File: src/rtl/ps2_pkg.sv
// Shared PS/2 definitions: host-transmit FSM states, common scan codes
// and the parity helper used when a command byte is latched.
package ps2_pkg;

    typedef enum logic [3:0] {
        IDLE,
        INHIBIT,
        REQ,
        DATA,
        PARITY,
        STOP,
        ACK,
        WAIT_IDLE,
        DONE,
        ERR
    } ps2_state_e;

    localparam logic [7:0] CMD_SET_LEDS = 8'hED;
    localparam logic [7:0] SC_CAPS      = 8'h58;
    localparam logic [7:0] SC_LSHIFT    = 8'h12;
    localparam logic [7:0] SC_RSHIFT    = 8'h59;
    localparam logic [7:0] SC_ENTER     = 8'h5A;
    localparam logic [7:0] SC_BKSP      = 8'h66;
    localparam logic [7:0] RSP_ACK      = 8'hFA;

    // Odd parity: the parity bit makes the total count of ones in the frame odd.
    function automatic logic odd_parity(input logic [7:0] b);
        return ~^b;
    endfunction

endpackage

File: src/rtl/ps2_sync_edge.sv
// Two-flop synchronizer for one raw PS/2 line plus falling-edge detect
// on the synchronized value.
module ps2_sync_edge (
    input  logic clk,
    input  logic rst,
    input  logic i_async,
    output logic o_sync,
    output logic o_fall
);

    logic r_meta;
    logic r_sync;
    logic r_prev;

    // NOTE: reset to 1 (idle bus level) so leaving reset never looks like a falling edge.
    always_ff @(posedge clk or negedge rst) begin
        if (!rst) begin
            r_meta <= 1'b1;
            r_sync <= 1'b1;
            r_prev <= 1'b1;
        end else begin
            r_meta <= i_async;
            r_sync <= r_meta;
            r_prev <= r_sync;
        end
    end

    assign o_sync = r_sync;
    assign o_fall = r_prev & ~r_sync;

endmodule

File: src/rtl/ps2_host_tx.sv
// PS/2 host-to-device transmitter: inhibits the bus, issues a request-to-send,
// shifts a command byte out on device clock edges and checks the device ACK.
module ps2_host_tx
    import ps2_pkg::*;
#(
    parameter int INHIBIT_CYCLES = 5000,
    parameter int TIMEOUT_CYCLES = 750000
) (
    input  logic       clk,
    input  logic       rst,
    input  logic       start,
    input  logic [7:0] txData,
    input  logic       ps2_clk_in,
    input  logic       ps2_data_in,
    output logic       ps2_clk_oe,
    output logic       ps2_data_oe,
    output logic       busy,
    output logic       done,
    output logic       error
);

    localparam int INH_W = $clog2(INHIBIT_CYCLES + 1);
    localparam int TMO_W = $clog2(TIMEOUT_CYCLES + 1);
    localparam logic [INH_W-1:0] INH_LAST = INH_W'(INHIBIT_CYCLES - 1);
    localparam logic [TMO_W-1:0] TMO_LOAD = TMO_W'(TIMEOUT_CYCLES - 1);

    logic w_clk_sync;
    logic w_clk_fall;
    logic w_data_sync;
    logic w_data_fall_unused;

    ps2_sync_edge u_clk_sync (
        .clk    (clk),
        .rst    (rst),
        .i_async(ps2_clk_in),
        .o_sync (w_clk_sync),
        .o_fall (w_clk_fall)
    );

    ps2_sync_edge u_data_sync (
        .clk    (clk),
        .rst    (rst),
        .i_async(ps2_data_in),
        .o_sync (w_data_sync),
        .o_fall (w_data_fall_unused)
    );

    ps2_state_e       r_state;
    logic [7:0]       r_data;
    logic             r_parity;
    logic [2:0]       r_bit_cnt;
    logic [INH_W-1:0] r_inh_cnt;
    logic [TMO_W-1:0] r_timer;
    logic             r_clk_oe;
    logic             r_data_oe;
    logic             r_busy;
    logic             r_done;
    logic             r_error;

    logic w_timed;
    assign w_timed = (r_state inside {DATA, PARITY, STOP, ACK, WAIT_IDLE});

    always_ff @(posedge clk or negedge rst) begin
        if (!rst) begin
            r_state   <= IDLE;
            r_data    <= '0;
            r_parity  <= 1'b0;
            r_bit_cnt <= '0;
            r_inh_cnt <= '0;
            r_timer   <= '0;
            r_clk_oe  <= 1'b0;
            r_data_oe <= 1'b0;
            r_busy    <= 1'b0;
            r_done    <= 1'b0;
            r_error   <= 1'b0;
        end else begin
            r_done  <= 1'b0;
            r_error <= 1'b0;
            case (r_state)
                IDLE: begin
                    if (start) begin
                        r_data    <= txData;
                        r_parity  <= odd_parity(txData);
                        r_bit_cnt <= '0;
                        r_inh_cnt <= '0;
                        r_clk_oe  <= 1'b1;
                        r_busy    <= 1'b1;
                        r_state   <= INHIBIT;
                    end
                end
                INHIBIT: begin
                    if (r_inh_cnt == INH_LAST) begin
                        r_data_oe <= 1'b1;
                        r_timer   <= TMO_LOAD;
                        r_state   <= REQ;
                    end else begin
                        r_inh_cnt <= r_inh_cnt + 1'b1;
                    end
                end
                REQ: begin
                    r_clk_oe <= 1'b0;
                    r_state  <= DATA;
                end
                DATA: begin
                    if (w_clk_fall) begin
                        r_data_oe <= ~r_data[r_bit_cnt];
                        if (r_bit_cnt == 3'd7) begin
                            r_state <= PARITY;
                        end else begin
                            r_bit_cnt <= r_bit_cnt + 1'b1;
                        end
                    end
                end
                PARITY: begin
                    if (w_clk_fall) begin
                        r_data_oe <= ~r_parity;
                        r_state   <= STOP;
                    end
                end
                STOP: begin
                    if (w_clk_fall) begin
                        r_data_oe <= 1'b0;
                        r_state   <= ACK;
                    end
                end
                ACK: begin
                    if (w_clk_fall) begin
                        r_state <= w_data_sync ? ERR : WAIT_IDLE;
                        r_error <= w_data_sync;
                    end
                end
                WAIT_IDLE: begin
                    if (w_clk_sync && w_data_sync) begin
                        r_done  <= 1'b1;
                        r_state <= DONE;
                    end
                end
                DONE, ERR: begin
                    r_busy  <= 1'b0;
                    r_state <= IDLE;
                end
                default: begin
                    r_clk_oe  <= 1'b0;
                    r_data_oe <= 1'b0;
                    r_busy    <= 1'b0;
                    r_state   <= IDLE;
                end
            endcase

            // Watchdog between device clock edges; expiry overrides the state action above.
            if (w_timed) begin
                if (w_clk_fall) begin
                    r_timer <= TMO_LOAD;
                end else if (r_timer == '0) begin
                    r_clk_oe  <= 1'b0;
                    r_data_oe <= 1'b0;
                    r_done    <= 1'b0;
                    r_error   <= 1'b1;
                    r_state   <= ERR;
                end else begin
                    r_timer <= r_timer - 1'b1;
                end
            end
        end
    end

    assign ps2_clk_oe  = r_clk_oe;
    assign ps2_data_oe = r_data_oe;
    assign busy        = r_busy;
    assign done        = r_done;
    assign error       = r_error;

endmodule

File: config.mk
export PLATFORM = sky130hd
export DESIGN_NAME = ps2_host_tx
export DESIGN_NICKNAME = d
export VERILOG_FILES = /design/src/rtl/ps2_pkg.sv /design/src/rtl/ps2_sync_edge.sv /design/src/rtl/ps2_host_tx.sv
export SDC_FILE = /design/constraint.sdc
export NUM_CORES = 1
export LEC_CHECK = 0
export CAP_MARGIN = 30
export CORE_MARGIN = 2
export CORE_UTILIZATION = 43
export DETAILED_ROUTE_END_ITERATION = 12
export GPL_TIMING_DRIVEN = 1
export PLACE_DENSITY = 0.57
export SYNTH_ARGS = -nofsm -noshare
export SYNTH_HDL_FRONTEND = slang
export SYNTH_SLANG_ARGS = --single-unit
File: constraint.sdc
create_clock -name clk -period 3.1 [get_ports clk]
set_input_delay 0.31 -clock clk [delete_from_list [all_inputs] [get_ports clk]]
set_output_delay 0.31 -clock clk [all_outputs]
set_load 0.01 [all_outputs]
== Word-level counts from Yosys, hierarchy flattened ==
Index checks and enable logic that the tools add are counted.

* Bitwise gates (word level): 5
* Eq/ne operators: 15
* Muxes and demuxes: 52
* Add/sub/neg operators: 3
* Magnitude comparators: 1
* Reduce and logical (&&, ||, !) cells: 14

{| class="wikitable"
|+ Operator list
! operator !! number
|-
| 20-bit two-way mux || 5
|-
| 4-bit two-way mux || 12
|-
| 4-bit one-hot mux with 8 select lines || 1
|-
| 13-bit two-way mux || 2
|-
| 13-bit one-hot mux with 2 select lines || 1
|-
| 1-bit two-way mux || 23
|-
| 20-bit logical NOT || 1
|-
| 20-bit by 1-bit subtractor with 20-bit output (second input constant) || 1
|-
| 4-bit by 3-bit equality test with 1-bit output (second input constant) || 4
|-
| 13-bit by 1-bit adder with 13-bit output (second input constant) || 1
|-
| 13-bit equality test (second input constant) || 1
|-
| 3-bit two-way mux || 3
|-
| 4-bit by 2-bit equality test with 1-bit output (second input constant) || 2
|-
| 4-bit equality test (second input constant) || 2
|-
| 8-bit OR reduction || 1
|-
| 8-bit XNOR reduction || 1
|-
| 7-bit OR reduction || 1
|-
| 2-bit != test (second input constant) || 3
|-
| 3-bit one-hot mux with 2 select lines || 1
|-
| 6-bit OR reduction || 1
|-
| 1-bit one-hot mux with 5 select lines || 1
|-
| 5-bit nonzero test || 1
|-
| 4-bit by 1-bit equality test with 1-bit output (second input constant) || 1
|-
| 4-bit logical NOT || 1
|-
| 13 further kinds || 19
|}

* Register bits after elaboration: 59
* Output and inout port bits: 5
* Logic and storage cells: 106
* Input bits: 13

== Longest topological paths before layout ==
* Depth in word-level cells: 8
* Mapped depth: 8
* Mapped depth without buffers: 7

== Hierarchy ==
Synthesis repeated with hierarchy kept, for this count alone.

* Cells, all modules: 357
* Area, all modules: 3333.2 µm²

{| class="wikitable"
|+ Modules (own cells, without submodules)
! module !! cells an instance !! instances !! area an instance (µm²) !! sequential area each (µm²)
|-
| ps2_host_tx || 349 || 1 || 3148.0 || 1351.3
|-
| ps2_sync_edge || 4 || 2 || 92.6 || 78.8
|}

== Worst setup path before layout ==
OpenSTA, ideal clock, no wires.

* Path kind: register to register
* Start point: register r_timer[0]
* End point: register r_timer[2]
* Setup slack: 1.164 ns
* Setup time: 0.127 ns
* Path buffers: 1
* Arrival: 1.810 ns
* Clock period less this slack: 1.936 ns
* Required time: 2.973 ns
* Cell stages (with the launch flop): 9
* Cell sequence: dfrtp_1 -> inv_1 -> ha_1 -> nor3b_2 -> nand4_2 -> or2_1 -> buf_6 -> nor3_4 -> nor2_1

* Longest elaborated chain between the ends: 4
* Elaborated cells on any way between the ends: 5
* Classes of those cells: add/sub (1); mux (3); reduce/logical (1)

{| class="wikitable"
|+ RTL lines
! element !! RTL line !! text
|-
| from (decl) || ps2_host_tx.sv:53 || <nowiki>logic [TMO_W-1:0] r_timer;</nowiki>
|-
| from (signal assigned) || ps2_host_tx.sv:161 || <nowiki>r_timer <= r_timer - 1'b1;</nowiki>
|-
| 20-bit by 1-bit subtractor with 20-bit output / 20-bit logical NOT (equally long branches) || ps2_host_tx.sv:161, ps2_host_tx.sv:154 ||
|-
| 20-bit two-way mux (*) || ps2_host_tx.sv:154 || <nowiki>end else if (r_timer == '0) begin</nowiki>
|-
| 20-bit two-way mux (*) || ps2_host_tx.sv:152 || <nowiki>if (w_clk_fall) begin</nowiki>
|-
| 20-bit two-way mux (*) || ps2_host_tx.sv:151 || <nowiki>if (w_timed) begin</nowiki>
|}

Mark *: on every way between the ends. The rest lies on a longest branch, timed or not.
A chain may end at the register's enable or synchronous reset.

== Final worst setup path ==
* Start point: register u_clk_sync.r_sync, in the netlist u_clk_sync.o_sync
* End point: register r_timer[9]

* Longest elaborated chain between the ends: 4

{| class="wikitable"
|+ RTL lines
! element !! RTL line !! text
|-
| from (decl) || ps2_sync_edge.sv:12 || <nowiki>logic r_sync;</nowiki>
|-
| from (signal assigned) || ps2_sync_edge.sv:23 || <nowiki>r_sync <= r_meta;</nowiki>
|-
| 1-bit NOT || ps2_sync_edge.sv:29 || <nowiki>assign o_fall = r_prev & ~r_sync;</nowiki>
|-
| 1-bit bitwise AND || ps2_sync_edge.sv:29 ||
|-
| 20-bit two-way mux || ps2_host_tx.sv:152 ||
|-
| 20-bit two-way mux || ps2_host_tx.sv:151 ||
|}

Every way passes these cells.

==> flow_metrics.py <==
metrics = {
    "clock_network": {
        "cts_buffers": 9,
        "cts_hold_buf": 1,
        "clk_pin_slew_ns": 0.07,
        "cts_tree": "built",
        "worstSkewPairLatency_ns": 0.34,
        "clock_path_buffers": 2,
        "htreeDepth": 3,
        "cts_setup_buffers": 0,
        "root_buffer": "clkbuf_8",
        "cts_resized": 0,
        "clock_sinks": 59,
    },
    "logic_synthesis": {
        "ys_seq_area_frac": 0.446,
        "ys.warnings.count": 0,
        "syn_nets": 362,
        "synth_cell_type_count": 72,
        "netlist_instances": 345,
        "ys_async_sr_fraction": 1.00,
        "muxShareOfSynthArea": 0.0263,
        "synthSimpleGateAreaFrac": 0.285,
        "synth-compound-area-share": 0.145,
        "synth_xor_area_frac": 0.0474,
        "synth_edf_count": 0,
        "avgSynthCellArea_um2": 9.64,
        "synthAdderAreaFrac": 0.0150,
        "synth-seq-cells": 59,
        "synth_top_family_by_area": "simple AND/OR/NAND/NOR gates",
        "synth_top_area_cell": "dfrtp_1",
        "synth_top_area_share": 0.406,
        "ys.flop_type": "dfrtp_1",
        "synth.area.top_cells": "dfrtp_1, nand2_1, dfstp_2",
        "synth_area_mm2": 0.00333,
    },
    "critical_path": {
        "cp-end-kind": "flop",
        "cp_max_fo": 12,
        "path_class": "flop to flop",
        "critPathRequiredTime_ns": 3.37,
        "crit_arrival_ns": 2.65,
        "cp-start-kind": "flop",
    },
    "route": {
        "num_vias": 2613,
        "ant_nets": 0,
        "routed_wl_mm": 7.30,
        "drt-pass1-iter-count": 4,
        "drc_errors": 0,
        "wl_per_cell_um": 15.5,
        "drt-initial-drc-count": 121,
        "drt-vias-per-instance": 5.55,
    },
    "floorplanning": {
        "dieWidth_um": 91.9,
        "placementRows": 32,
        "ioPinCount": 18,
        "die_area_mm2": 0.00845,
        "die_h_um": 91.9,
        "core_mm2": 0.00761,
        "start_util": 0.437,
    },
    "timing": {
        "report.final.slew_viol_count": 0,
        "worstMarginPinSlew_ns": 0.901,
        "rsz0062_at_grt": "no",
        "tns_ns": 0,
        "fmax_ghz": 0.420,
        "layout_worst_path_cycle_share": 0.768,
        "min_period_ns": 2.38,
        "relSlewSlack": 0.396,
        "finalSetupViolations": 0,
        "finalHoldViolCount": 0,
        "skew_ns": 0.00495,
    },
    "final_layout": {
        "drive_above_1_share": 0.157,
        "nNetsFinal": 381,
        "n_antenna_cell": 0,
        "utilization": 0.499,
        "fill_cells": 730,
        "area_growth_pct": 14.1,
    },
    "global_route": {
        "grt_pass1_vias": 2624,
        "grt_usage": 0.188,
        "overflow": 0,
        "grt_max_degree": 26,
        "antenna_found_initial": 0,
        "grt_pass1_wl_mm": 12.6,
    },
    "power_and_ir_drop": {
        "pwr-share-seq": 0.476,
        "vdd_drop_max_uv": 227,
        "internal_power_w": 0.00128,
        "power.share.clock": 0.486,
        "combPwrFrac": 0.038,
        "p_sw_w": 0.000357,
        "switching_share": 0.218,
        "power_per_cell_area_mw_per_mm2": 431,
        "power_leakage_nw": 1.67,
    },
    "placed_design": {
        "routabilityCongestion": 0.883,
        "portBuffers": 17,
        "dp_hpwl_mm": 5.28,
    },
    "min_path": {
        "hold_path_class": "flop to flop",
    },
    "status": {
        "status": "completed",
    },
    "flow_run": {
        "cap_violations": 0,
    },
}
per-layer routing:
metal,track usage,part of all wire
met1,0.245,0.47
met5,0,0
met3,0.0435,0.035
met2,0.313,0.48
met4,0.0535,0.012
final timing paths:
path / endpoint / cells past startpoint / slack, ns / from
max: r_timer[9] / 5 / 0.72 / u_clk_sync.o_sync
min: u_clk_sync.o_sync / 0 / 0.36 / u_clk_sync.r_meta
max reg2reg: r_timer[9] / 5 / 0.72 / u_clk_sync.o_sync
min reg2reg: u_clk_sync.o_sync / 0 / 0.36 / u_clk_sync.r_meta
max in group asynchronous: u_clk_sync.r_prev / 3 / 1.97 / rst
min in group asynchronous: r_timer[9] / 2 / 0.42 / rst
cell type report:
class	instances	area, um^2	share of cell area
timing repair buffer	21	198	0.0521
sequential	59	1480	0.391
clock buffer	10	138	0.0363
tap	102	128	0.0336
multi-input combinational	264	1730	0.455
clock inverter	6	88.8	0.0234
inverter	9	33.8	0.00890
stage by stage:
stage	total power (W)	setup slack, ns	instances	instance area [um^2]	hold slack, ns
4_1_cts	0.00166	0.741	471	3790	0.361
3_5_place_dp	0.000856	0.743	454	3560	0.249
3_3_place_gp	0.000855	0.782	454	3560	0.253
6_report	0.00164	0.719	471	3790	0.360
5_1_grt	0.00169	0.585	471	3790	0.364
2_1_floorplan	0.000817	1.16	345	3330	0.0144
power groups by stage:
| stage | logic (W) | registers, W | clock network (W) |
|---|---|---|---|
| finish | 0.0000623 | 0.000778 | 0.000795 |
| global route | 0.0000701 | 0.000778 | 0.000845 |
| CTS | 0.0000647 | 0.000777 | 0.000815 |
| detailed placement | 0.0000636 | 0.000792 | 0 |
| global placement | 0.0000636 | 0.000792 | 0 |
| floorplan | 0.0000257 | 0.000792 | 0 |
cell usage in the layout (no fill, tap or decap), types with 8 or more instances in the layout:
master / netlist / routed
nor3_1: 12 / 12
o21ai_0: 8 / 8
nand3_1: 10 / 10
nor2_1: 34 / 34
o21ai_1: 12 / 12
a21oi_1: 12 / 12
nand4_1: 8 / 8
clkbuf_8: 1 / 10
dfrtp_1: 54 / 54
clkdlybuf4s50_1: 0 / 16
xor2_1: 10 / 10
xnor2_1: 8 / 8
inv_1: 9 / 9
nand2_1: 49 / 49
cells by family after synthesis:
group,after synthesis
DFF,59
xor gates and xnor gates,18
buffers and inverters,22
adders and majority gates,4
muxes,6
and+or+nand+nor,166
AOI/OAI and AO/OA,70
worst max-delay path, cell delays in order, from the launching register on:
cell	delay [ns]
dfstp_2	0.56
nor2b_1	0.19
nor3_2	0.78
o31ai_4	0.29
or3_1	0.41
o21ai_1	0.08
synth_stat cells, types with 2 or more instances:
| library cell | n |
|---|---|
| a211oi_1 | 3 |
| a211oi_2 | 2 |
| a21oi_1 | 12 |
| a31oi_1 | 2 |
| a32oi_1 | 2 |
| and2_1 | 3 |
| and3_1 | 2 |
| and4_1 | 4 |
| and4b_1 | 3 |
| buf_6 | 3 |
| clkbuf_1 | 8 |
| dfrtp_1 | 54 |
| dfstp_2 | 5 |
| ha_1 | 4 |
| inv_1 | 9 |
| mux2_2 | 2 |
| mux2i_1 | 2 |
| mux4_2 | 2 |
| nand2_1 | 49 |
| nand2b_1 | 5 |
| nand3_1 | 10 |
| nand4_1 | 8 |
| nor2_1 | 34 |
| nor2b_1 | 3 |
| nor3_1 | 12 |
| nor3_2 | 3 |
| nor3b_1 | 2 |
| nor4_2 | 4 |
| o211ai_1 | 3 |
| o21a_1 | 2 |
| o21ai_0 | 8 |
| o21ai_1 | 12 |
| o22a_1 | 2 |
| o22ai_1 | 5 |
| o31ai_1 | 3 |
| or2_2 | 2 |
| or3_1 | 3 |
| or4_1 | 3 |
| xnor2_1 | 8 |
| xor2_1 | 10 |
sequential cells by signal, indices dropped and copies added (netlist names), 3 cells and up:
name,cells
r_timer,20
r_inh_cnt,13
r_state,4
r_data,8
r_bit_cnt,3
Note: power is estimated with default switching activity, not from simulation.
